File: src/rtl/mac_pkg.sv
// ============================================================================
// Module  : mac_pkg
// Brief   : Shared types and constants for the MAC array sequencer.
// Revision: 1.0 - initial release
// ============================================================================
`default_nettype none

package mac_pkg;

  typedef enum logic [2:0] {
    IDLE    = 3'd0,
    WLOAD   = 3'd1,
    WGAP    = 3'd2,
    EXEC    = 3'd3,
    DRAIN   = 3'd4,
    OS_EXEC = 3'd5,
    OS_WAIT = 3'd6,
    DONE    = 3'd7
  } state_t;

  localparam logic [1:0] INST_NOP  = 2'b00;
  localparam logic [1:0] INST_LOAD = 2'b01;
  localparam logic [1:0] INST_EXEC = 2'b10;

  localparam int DEF_ROW     = 8;
  localparam int DEF_COL     = 8;
  localparam int DEF_ACC_LEN = 27;

endpackage

`default_nettype wire

File: src/rtl/mac_seq_addr_gen.sv
// ============================================================================
// Module  : mac_seq_addr_gen
// Brief   : SRAM address counter with load, increment and silent wrap.
// Revision: 1.0 - initial release
// ============================================================================
`default_nettype none

module mac_seq_addr_gen #(
  parameter int ADDR_W = 11
) (
  input  logic              clk,
  input  logic              reset,
  input  logic              load,
  input  logic [ADDR_W-1:0] load_addr,
  input  logic              inc,
  output logic [ADDR_W-1:0] addr
);

  logic [ADDR_W-1:0] r_addr;

  always_ff @(posedge clk) begin
    if (reset) begin
      r_addr <= '0;
    end else if (load) begin
      r_addr <= load_addr;
    end else if (inc) begin
      r_addr <= r_addr + ADDR_W'(1);
    end
  end

  assign addr = r_addr;

endmodule

`default_nettype wire

File: src/rtl/mac_array_seq.sv
// ============================================================================
// Module  : mac_array_seq
// Brief   : WS/OS dataflow sequencer for the ROW x COL mac_tile array.
//           Optional busy-cycle counter enabled by MAC_SEQ_PERF_CNT_EN.
// Revision: 1.0 - initial release
// ============================================================================
`default_nettype none

module mac_array_seq
  import mac_pkg::*;
#(
  parameter int ROW        = DEF_ROW,
  parameter int COL        = DEF_COL,
  parameter int ADDR_W     = 11,
  parameter int ACC_LEN    = DEF_ACC_LEN,
  parameter int OS_TIMEOUT = 64
) (
  input  logic              clk,
  input  logic              reset,
  input  logic              start,
  input  logic              mode,
  input  logic [ADDR_W-1:0] num_vec,
  input  logic [ADDR_W-1:0] base_addr,
  output logic              weight_or_output,
  output logic [1:0]        inst_w,
  output logic              act_rd_en,
  output logic [ADDR_W-1:0] act_rd_addr,
  output logic              w_rd_en,
  output logic [ADDR_W-1:0] w_rd_addr,
  input  logic [COL-1:0]    os_valid_in,
  output logic              busy,
  output logic              done,
  output logic              err
`ifdef MAC_SEQ_PERF_CNT_EN
  ,
  output logic [31:0]       perf_cycles
`endif
);

  localparam int c_MAX_A = (ROW + COL > ACC_LEN + 1) ? (ROW + COL) : (ACC_LEN + 1);
  localparam int c_MAX_B = ((1 << ADDR_W) > OS_TIMEOUT) ? (1 << ADDR_W) : OS_TIMEOUT;
  localparam int c_CNT_W = $clog2((c_MAX_A > c_MAX_B) ? c_MAX_A : c_MAX_B);

  localparam logic [c_CNT_W-1:0] c_ROW_LAST   = c_CNT_W'(ROW - 1);
  localparam logic [c_CNT_W-1:0] c_DRAIN_LAST = c_CNT_W'(ROW + COL - 2);
  localparam logic [c_CNT_W-1:0] c_ACC_LAST   = c_CNT_W'(ACC_LEN);
  localparam logic [c_CNT_W-1:0] c_TO_LAST    = c_CNT_W'(OS_TIMEOUT - 1);

  state_t              r_state;
  state_t              w_next;
  logic [c_CNT_W-1:0]  r_cnt;
  logic [ADDR_W-1:0]   r_num_vec;
  logic [COL-1:0]      r_seen;
  logic [1:0]          r_inst;
  logic                r_wo;
  logic                r_err;
  logic [1:0]          w_inst;
  logic                w_act_en;
  logic                w_w_en;
  logic                w_timeout;
  logic                w_start_acc;
  logic                w_all_seen;
  logic [c_CNT_W-1:0]  w_vec_last;

  assign w_start_acc = start && (r_state == IDLE);
  // Current-cycle valids count too, so the last column completes without an extra wait cycle.
  assign w_all_seen  = &(r_seen | os_valid_in);
  assign w_vec_last  = c_CNT_W'(r_num_vec - ADDR_W'(1));

  always_comb begin
    w_next    = r_state;
    w_inst    = INST_NOP;
    w_act_en  = 1'b0;
    w_w_en    = 1'b0;
    w_timeout = 1'b0;
    case (r_state)
      IDLE: begin
        if (start) w_next = mode ? OS_EXEC : WLOAD;
      end
      WLOAD: begin
        w_w_en = 1'b1;
        w_inst = INST_LOAD;
        if (r_cnt == c_ROW_LAST) w_next = WGAP;
      end
      WGAP: begin
        w_next = (r_num_vec != '0) ? EXEC : DRAIN;
      end
      EXEC: begin
        w_act_en = 1'b1;
        w_inst   = INST_EXEC;
        if (r_cnt == w_vec_last) w_next = DRAIN;
      end
      DRAIN: begin
        if (r_cnt == c_DRAIN_LAST) w_next = DONE;
      end
      OS_EXEC: begin
        w_act_en = 1'b1;
        w_w_en   = 1'b1;
        w_inst   = INST_EXEC;
        if (r_cnt == c_ACC_LAST) w_next = OS_WAIT;
      end
      OS_WAIT: begin
        if (w_all_seen) begin
          w_next = DONE;
        end else if (r_cnt == c_TO_LAST) begin
          w_next    = DONE;
          w_timeout = 1'b1;
        end
      end
      DONE: begin
        w_next = IDLE;
      end
      default: begin
        w_next = IDLE;
      end
    endcase
  end

  always_ff @(posedge clk) begin
    if (reset) begin
      r_state   <= IDLE;
      r_cnt     <= '0;
      r_num_vec <= '0;
      r_seen    <= '0;
      r_inst    <= INST_NOP;
      r_wo      <= 1'b0;
      r_err     <= 1'b0;
    end else begin
      r_state <= w_next;
      r_inst  <= w_inst;
      r_cnt   <= ((w_next != r_state) || (r_state == IDLE)) ? '0 : r_cnt + c_CNT_W'(1);
      r_seen  <= (r_state == OS_WAIT) ? (r_seen | os_valid_in) : '0;
      if (w_start_acc) begin
        r_wo      <= mode;
        r_num_vec <= num_vec;
        r_err     <= 1'b0;
      end else if (w_timeout) begin
        r_err <= 1'b1;
      end
    end
  end

  mac_seq_addr_gen #(.ADDR_W(ADDR_W)) u_act_addr (
    .clk       (clk),
    .reset     (reset),
    .load      (w_start_acc),
    .load_addr (base_addr),
    .inc       (w_act_en),
    .addr      (act_rd_addr)
  );

  mac_seq_addr_gen #(.ADDR_W(ADDR_W)) u_w_addr (
    .clk       (clk),
    .reset     (reset),
    .load      (w_start_acc),
    .load_addr (base_addr),
    .inc       (w_w_en),
    .addr      (w_rd_addr)
  );

  assign act_rd_en        = w_act_en;
  assign w_rd_en          = w_w_en;
  assign inst_w           = r_inst;
  assign weight_or_output = r_wo;
  assign err              = r_err;
  assign busy             = (r_state != IDLE);
  assign done             = (r_state == DONE);

`ifdef MAC_SEQ_PERF_CNT_EN
  logic [31:0] r_perf;

  always_ff @(posedge clk) begin
    if (reset) begin
      r_perf <= '0;
    end else if (w_start_acc) begin
      r_perf <= '0;
    end else if (busy && (r_perf != '1)) begin
      r_perf <= r_perf + 32'd1;
    end
  end

  assign perf_cycles = r_perf;
`endif

endmodule

`default_nettype wire

File: config.mk
export PLATFORM = sky130hd
export DESIGN_NAME = mac_array_seq
export DESIGN_NICKNAME = d
export VERILOG_FILES = /design/src/rtl/mac_pkg.sv /design/src/rtl/mac_seq_addr_gen.sv /design/src/rtl/mac_array_seq.sv
export SDC_FILE = /design/constraint.sdc
export NUM_CORES = 1
export LEC_CHECK = 0
export BUFFER_PORTS_ARGS = -buffer_cell sky130_fd_sc_hd__buf_4
export CAP_MARGIN = 20
export CELL_PAD_IN_SITES_DETAIL_PLACEMENT = 1
export CELL_PAD_IN_SITES_GLOBAL_PLACEMENT = 1
export CORE_UTILIZATION = 40
export DETAILED_ROUTE_END_ITERATION = 12
export MAX_ROUTING_LAYER = met4
export PLACE_DENSITY_LB_ADDON = 0.2
export SLEW_MARGIN = 20
export SYNTH_ARGS = -nofsm -noshare
export SYNTH_HDL_FRONTEND = slang
export SYNTH_SLANG_ARGS = --single-unit
File: constraint.sdc
create_clock -name clk -period 7 [get_ports clk]
set_clock_uncertainty 0.05 [all_clocks]
set_input_delay 1.4 -clock clk [delete_from_list [all_inputs] [get_ports clk]]
set_output_delay 1.4 -clock clk [all_outputs]
set_load 0.01 [all_outputs]
Yosys cells after proc, flatten, opt, wreduce, memory -nomap -nowiden

Cells that the tools add are included.

Input bits: 34
Output and inout port bits: 30
Register bits after elaboration: 59

Add/subtract/negate cells: 4
Mux-type cells: 20
Reduce and logical (&&, ||, !) cells: 13
Bitwise logic cells: 2
Equal/unequal tests: 13

Operator list:

| kind                                               | number |
|---|---|
| two-way mux 11 bit                                 | 4 |
| adder 11 x 1 -> 11 bit, second input constant      | 3 |
| two-way mux 3 bit                                  | 9 |
| one-hot mux 3 bit (8 select lines)                 | 1 |
| == test 3 bit, second input constant               | 4 |
| == test 11 bit                                     | 1 |
| == test 11 x 3 -> 1 bit, second input constant     | 1 |
| == test 11 x 4 -> 1 bit, second input constant     | 1 |
| == test 11 x 5 -> 1 bit, second input constant     | 1 |
| == test 11 x 6 -> 1 bit, second input constant     | 1 |
| nonzero test 11 bit                                | 1 |
| subtractor 11 x 1 -> 11 bit, second input constant | 1 |
| OR reduction 2 bit                                 | 5 |
| OR 8 bit                                           | 1 |
| AND reduction 8 bit                                | 1 |
| == test 3 x 2 -> 1 bit, second input constant      | 2 |
| two-way mux 1 bit                                  | 5 |
| one-hot mux 2 bit (2 select lines)                 | 1 |
| nonzero test 2 bit                                 | 2 |
| == test 3 x 1 -> 1 bit, second input constant      | 1 |
| logical NOT 3 bit                                  | 1 |
| != test 3 bit                                      | 1 |
| nonzero test 3 bit                                 | 1 |
| logical AND 1 bit                                  | 1 |
| other kinds (2)                                    | 2 |

Logic depth before layout (Yosys ltp)

Gate-level depths: netlist (run 1).

Word-level depth: 7
Gate-level depth with buffers: 10
Gate-level depth less buffers: 8

Modules after synthesis

A second synthesis (run 1) with hierarchy kept.

Cell total of the unflattened synthesis: 412
Area, all modules: 3369.5 sq um

By module, submodules not included:

| module           | cells each | sequential area each (sq um) | area an instance (sq um) | times used |
|---|---|---|---|---|
| mac_array_seq    | 254        | 740.7                        | 2038.2                   | 1 |
| mac_seq_addr_gen | 79         | 220.2                        | 665.6                    | 2 |

Least setup slack after synthesis (run 1)

No wires, ideal clock.

Path type: flip-flop to flip-flop
Start: register r_num_vec[0]
End: register r_cnt[10]
Stages on the path, launching flop included: 11
Path slack: 4.419 ns
Data required time: 6.833 ns
Data arrival time: 2.414 ns
Period minus slack after synthesis: 2.581 ns
Setup time: 0.117 ns
Cells stage by stage: dfxtp_1 -> inv_1 -> ha_1 -> or3b_1 -> buf_2 -> or4_4 -> nor3_1 -> o21ai_1 -> nor4_2 -> buf_4 -> nor3_2

Longest elaborated chain between the ends: 7

Ends and longest elaborated chain:

| element                                 | line                 | text |
|---|---|---|
| start: declaration                      | mac_array_seq.sv:52  | `logic [ADDR_W-1:0] r_num_vec;` |
| start signal: assignment                | mac_array_seq.sv:135 | `r_num_vec <= num_vec;` |
| subtractor 11 x 1 -> 11 bit             | mac_array_seq.sv:68  | `assign w_vec_last = c_CNT_W'(r_num_vec - ADDR_W'(1));` |
| == test 11 bit                          | mac_array_seq.sv:91  | `if (r_cnt == w_vec_last) w_next = DRAIN;` |
| two-way mux 3 bit                       | mac_array_seq.sv:91  |  |
| one-hot mux 3 bit (8 select lines) (*)  | mac_array_seq.sv:76  | `case (r_state)` |
| != test 3 bit (*)                       | mac_array_seq.sv:131 | `r_cnt <= ((w_next != r_state) \|\| (r_state == IDLE)) ? '0 : r_cnt + c_CNT_W'(1);` |
| logical OR 1 bit (*)                    | mac_array_seq.sv:131 |  |
| OR reduction 2 bit (no source line) (*) | n/a                  |  |
| end signal: assignment                  | mac_array_seq.sv:131 |  |
| end: declaration                        | mac_array_seq.sv:51  | `logic [c_CNT_W-1:0] r_cnt;` |

Mark *: on every way between the ends. The rest lies on a longest branch, timed or not.
A chain may end at the register's enable or synchronous reset.

Worst setup path after layout (run 1)

Start: register r_state[2]
End: output port act_rd_en

Longest elaborated chain between the ends: 3

Ends and longest elaborated chain:

| element                                                        | line                 | text |
|---|---|---|
| start: declaration                                             | mac_array_seq.sv:49  | `state_t r_state;` |
| start signal: assignment                                       | mac_array_seq.sv:129 | `r_state <= w_next;` |
| == test 3 bit / == test 3 x 2 -> 1 bit (equally long branches) | mac_array_seq.sv:76  |  |
| OR reduction 2 bit (no source line) (*)                        | n/a                  |  |
| two-way mux 1 bit (*)                                          | mac_array_seq.sv:76  |  |
| end: declaration                                               | mac_array_seq.sv:26  | `output logic act_rd_en,` |

Marked as above.

==> flow_summary.ini, run 1 <==
[timing]
slew_headroom = 0.433
max_freq_mhz = 297
fin_crit_sh = 0.482
final_critical_path_setup_slack_ns = 3.63
rsz0062_at_grt = no
worst_pin_slew_ns = 0.850
fin_crit_ns = 3.37
final-setup-viol-count = 0
hold_violations = 0
slew_viol_final = 0
tns_ns = 0

[logic_synthesis]
synthTopCellsByCount = 59 x dfxtp_1, 44 x nand2_1, 36 x a21oi_1, 31 x nor2_1, 23 x xor2_1
synth_ff_type = dfxtp_1
avgSynthCellArea_um2 = 8.25
yosysTopAreaCell = dfxtp_1
synthCells = 369
synth_enable_flop_cells = 0
yosysUniqueCellTypes = 45
ys_top_cells_by_area = dfxtp_1 39%, xor2_1 6.6%, a21oi_1 5.9%
syn_area_mm2 = 0.00305
synth_fp_nets = 408
synth-async-reset-ratio = 0
yosysWarnings = 0
synth_top_cell_area_share = 0.388
yosysMostFrequentCell = dfxtp_1
ys_ff_latch = 59
ys_seq_area_frac = 0.388

[global_route]
grt_pass1_vias = 2774
grt_usage = 0.224
antenna_found_initial = 0
grt_max_degree = 46
grt_pass1_wl_mm = 13.1
grt_overflow_total = 0

[place]
pre_cts_slack_ns = 3.76
io_buffers = 63
hpwlAfterDp_mm = 6.07
gp_congestion = 0.804

[drt]
num_vias = 2825
via_per_inst = 5.33
drtAntennaViolNets = 0
drc_errors = 0
route.met3.wl_um = 228
drt-initial-drc-count = 119
wl_per_cell_um = 15.7
drt-pass1-iter-count = 4
dr_wl_met2_mm = 4.15
wl_met1_mm = 3.79
top_layer_used = met4
drt-total-wl_mm = 8.32

[setup_path]
timing.rr.start = r_num_vec[0]$_SDFFE_PP0P_
setup.worst_path.start = r_state[2]$_SDFF_PP0_
worst-path-max-fanout = 11
endpoint_kind = output pin
cp.required_ns = 5.55
start_kind = flop
reg2regPathDepth = 8
arrival_ns = 1.92
critPathKind = reg2out

[clock_tree]
cts-root-buf = clkbuf_8
cts.hold.buffers_added = 0
cts.sinks = 59
cts_buffers = 9
path_clk_slew_ns = 0.08
tritoncts = done
cts.path.max_buffers = 2
cts_setup_buffers = 0
h-tree-depth = 3
ctsResizeCount = 0
clock_latency_ns = 0.35

[layout]
fill_cells = 921
drive_gt1_frac = 0.223
diodes = 0
area_growth_pct = 23.2
fin_nets = 465

[power_and_ir_drop]
p_per_area_mw_per_mm2 = 222
ir_drop_mv = 0.107
p_leak_uw = 0.00152

[hold_path]
worstHoldPathType = reg2reg
hold_depth = 2
hold_start = r_seen[3]$_SDFF_PP0_

[floorplanning]
coreArea_mm2 = 0.00729
start_util = 0.418
ios = 64
fp-row-count = 31
die_h_um = 89.3
design.die.area_mm2 = 0.00797
die_w_um = 89.3

[job]
drv_cap = 0

[outcome]
status = complete, no violations
[power breakdown]
group / switching, uW / total, uW / internal (uW)
logic: 84.6 / 160 / 75.9
clock network: 157 / 286 / 129
registers: 29.2 / 387 / 358
[per-layer routing]
layer	vias up	GRT usage
met2	47	0.380
met5	-	-
met1	1351	0.268
met3	13	0.0314
li1	1414	-
met4	0	0.0909
[per-stage QoR]
step                      power, uW  std cells  cell area, um2  hold WS, ns   util
after floorplan                 489        369            3050        0.371      -
after global placement          550        514            3570        0.386  0.490
after detailed placement        556        514            3570        0.396  0.490
after CTS                       843        530            3750        0.414  0.515
after global routing            875        530            3750        0.426  0.515
final                           833        530            3750        0.405  0.515
[cell type report]
type,instances,area (um2),area share
clock inverters,7,55.1,0.0147
well taps,99,124,0.0330
flip-flops and latches,59,1180,0.315
repair buffers,65,488,0.130
multi-input cells,282,1750,0.465
inverters,9,33.8,0.00900
clock buffers,9,124,0.0330
[critical path, stage by stage (launching register included)]
cell     delay [ns]
dfxtp_1        0.53
nor2b_1        0.13
o21ai_0        0.45
inv_1          0.26
buf_4          0.21
[placed cells by master, fill, tap and decap left out, drive strengths merged, types with 4 or more instances in the layout]
cell | Yosys | final
xor2 | 23 | 23
a31oi | 4 | 4
a21oi | 36 | 36
inv | 9 | 9
nor4b | 4 | 4
o21bai | 12 | 12
nor4 | 5 | 5
clkbuf | 16 | 9
ha | 5 | 5
and3 | 12 | 12
or3 | 15 | 15
clkinvlp | 0 | 5
dfxtp | 59 | 59
nand2 | 44 | 44
buf | 3 | 65
o21ai | 8 | 8
nand3 | 13 | 13
nor3 | 20 | 20
nand4 | 5 | 5
nor2 | 31 | 31
xnor2 | 16 | 16
[sequential cells by signal (all words and copies together), names as in the netlist]
| name | cells |
|---|---|
| err | 1 |
| inst_w | 2 |
| r_cnt | 11 |
| r_num_vec | 11 |
| r_seen | 8 |
| r_state | 3 |
| u_act_addr.addr | 11 |
| u_w_addr.addr | 11 |
| weight_or_output | 1 |
[path summary, 6_finish.rpt]
path,slack (ns),end
max reg2reg,4.08,r_cnt[0]$_SDFF_PP0_
min reg2reg,0.41,r_seen[3]$_SDFF_PP0_
min,0.41,r_seen[3]$_SDFF_PP0_
max,3.63,act_rd_en
[cell families after synthesis]
logic type      share of synthesized area
simple gates                        0.287
compound gates                      0.151
flops                               0.388
xor+xnor                            0.112
buf+inv                            0.0386
fa+ha+maj                          0.0205
mux                               0.00329
Power figures use the tool's default switching activity.
==> inputs of run 2 (changes only) <==
Clock period 7 ns to 3.2 ns, I/O delays scaled along.
==> flow_summary.ini, run 2 (synthesized netlist as in run 1, its figures left out) <==
[timing]
worst_pin_slew_ns = 0.785
slew_headroom = 0.476
fin_crit_ns = 2.91
tns_ns = 0
final-setup-viol-count = 0
max_freq_mhz = 344
rsz0062_at_grt = no
fin_crit_sh = 0.910
slew_viol_final = 0
hold_violations = 0

[layout]
fill_cells = 927
diodes = 0
multi_input_area_mm2 = 0.00175
register_area_mm2 = 0.00118
drive_gt1_frac = 0.220
final_design_area_no_fill_mm2 = 0.00374
layout_commonest_cell = buf_4
area_growth_pct = 22.9
fin_nets = 465
final_cell_mix = 65 x buf_4, 59 x dfxtp_1, 44 x nand2_1, 36 x a21oi_1, 31 x nor2_1

[outcome]
status = complete, no violations

[setup_path]
reg2regPathDepth = 8
arrival_ns = 3.13
cp.required_ns = 3.41
critPathKind = reg2reg
worst-path-max-fanout = 11
start_kind = flop
endpoint_kind = flop

[clock_tree]
h-tree-depth = 3
cts_buffers = 9
cts_setup_buffers = 0
cts.path.max_buffers = 2
tritoncts = done
ctsResizeCount = 0
clock_latency_ns = 0.34
cts.hold.buffers_added = 0
path_clk_slew_ns = 0.07
cts.sinks = 59
cts-root-buf = clkbuf_8

[power_and_ir_drop]
p_leak_uw = 0.00154
ir_drop_mv = 0.207
p_per_area_mw_per_mm2 = 479

[floorplanning]
start_util = 0.418
ios = 64
fp-row-count = 31
design.die.area_mm2 = 0.00797
die_w_um = 89.3
coreArea_mm2 = 0.00729
die_h_um = 89.3

[job]
drv_cap = 0

[global_route]
grt_pass1_vias = 2690
grt_pass1_wl_mm = 12.8
antenna_found_initial = 0
grt_overflow_total = 0
grt_max_degree = 45
grt_usage = 0.221

[drt]
drc_errors = 0
dr_wl_met2_mm = 4.24
drtAntennaViolNets = 0
drt-pass1-iter-count = 4
via_per_inst = 5.34
top_layer_used = met4
wl_met1_mm = 3.51
route.met3.wl_um = 368
drt-total-wl_mm = 8.21
wl_per_cell_um = 15.5
drt-initial-drc-count = 93
num_vias = 2832

[hold_path]
worstHoldPathType = reg2reg
hold_depth = 2

[place]
hpwlAfterDp_mm = 6.11
io_buffers = 63
dpl_cell_area_mm2 = 0.00357
gp_congestion = 0.806
[run 2: final timing paths]
path / from / end / slack (ns)
max reg2reg: r_num_vec[0]$_SDFFE_PP0P_ / r_cnt[5]$_SDFF_PP0_ / 0.29
min: r_seen[5]$_SDFF_PP0_ / r_seen[5]$_SDFF_PP0_ / 0.40
min reg2reg: r_seen[5]$_SDFF_PP0_ / r_seen[5]$_SDFF_PP0_ / 0.40
max: r_num_vec[0]$_SDFFE_PP0P_ / r_cnt[5]$_SDFF_PP0_ / 0.29
[run 2: layout make-up]
class / count / share of cell area
clock inverter: 5 / 0.00769
clock buffer: 11 / 0.0378
sequential: 59 / 0.316
timing repair buffer: 65 / 0.130
tap: 99 / 0.0331
inverter: 9 / 0.00902
multi-input combinational: 282 / 0.467
[run 2: worst max-delay path: stages (launching register included)]
cell     delay, ns
dfxtp_1       0.36
inv_1         0.08
ha_1          0.26
or3b_1        0.47
or4_4         0.57
o21ai_2       0.13
a21oi_1       0.11
o41a_1        0.56
nor3_2        0.26
[run 2: stage by stage]
| step | instances | util | setup WS (ns) | total power [uW] | hold WS (ns) |
|---|---|---|---|---|---|
| 2_1_floorplan | 369 | - | 0.619 | 1070 | 0.371 |
| 3_3_place_gp | 514 | 0.490 | 0.417 | 1200 | 0.384 |
| 3_5_place_dp | 514 | 0.490 | 0.288 | 1220 | 0.392 |
| 4_1_cts | 530 | 0.513 | 0.274 | 1820 | 0.408 |
| 5_1_grt | 530 | 0.513 | 0.132 | 1890 | 0.426 |
| 6_report | 530 | 0.513 | 0.289 | 1790 | 0.403 |
[run 2: per-layer routing]
metal | GRT usage | vias to the layer above
met5 | - | -
met4 | 0.0620 | 0
met3 | 0.0683 | 7
met2 | 0.389 | 68
met1 | 0.241 | 1349
li1 | - | 1408
[run 2: where the power goes]
part	total, uW	switching (uW)	internal (uW)
Combinational	351	185	166
Sequential	849	65.4	783
Clock	592	294	298
Total	1790	544	1250
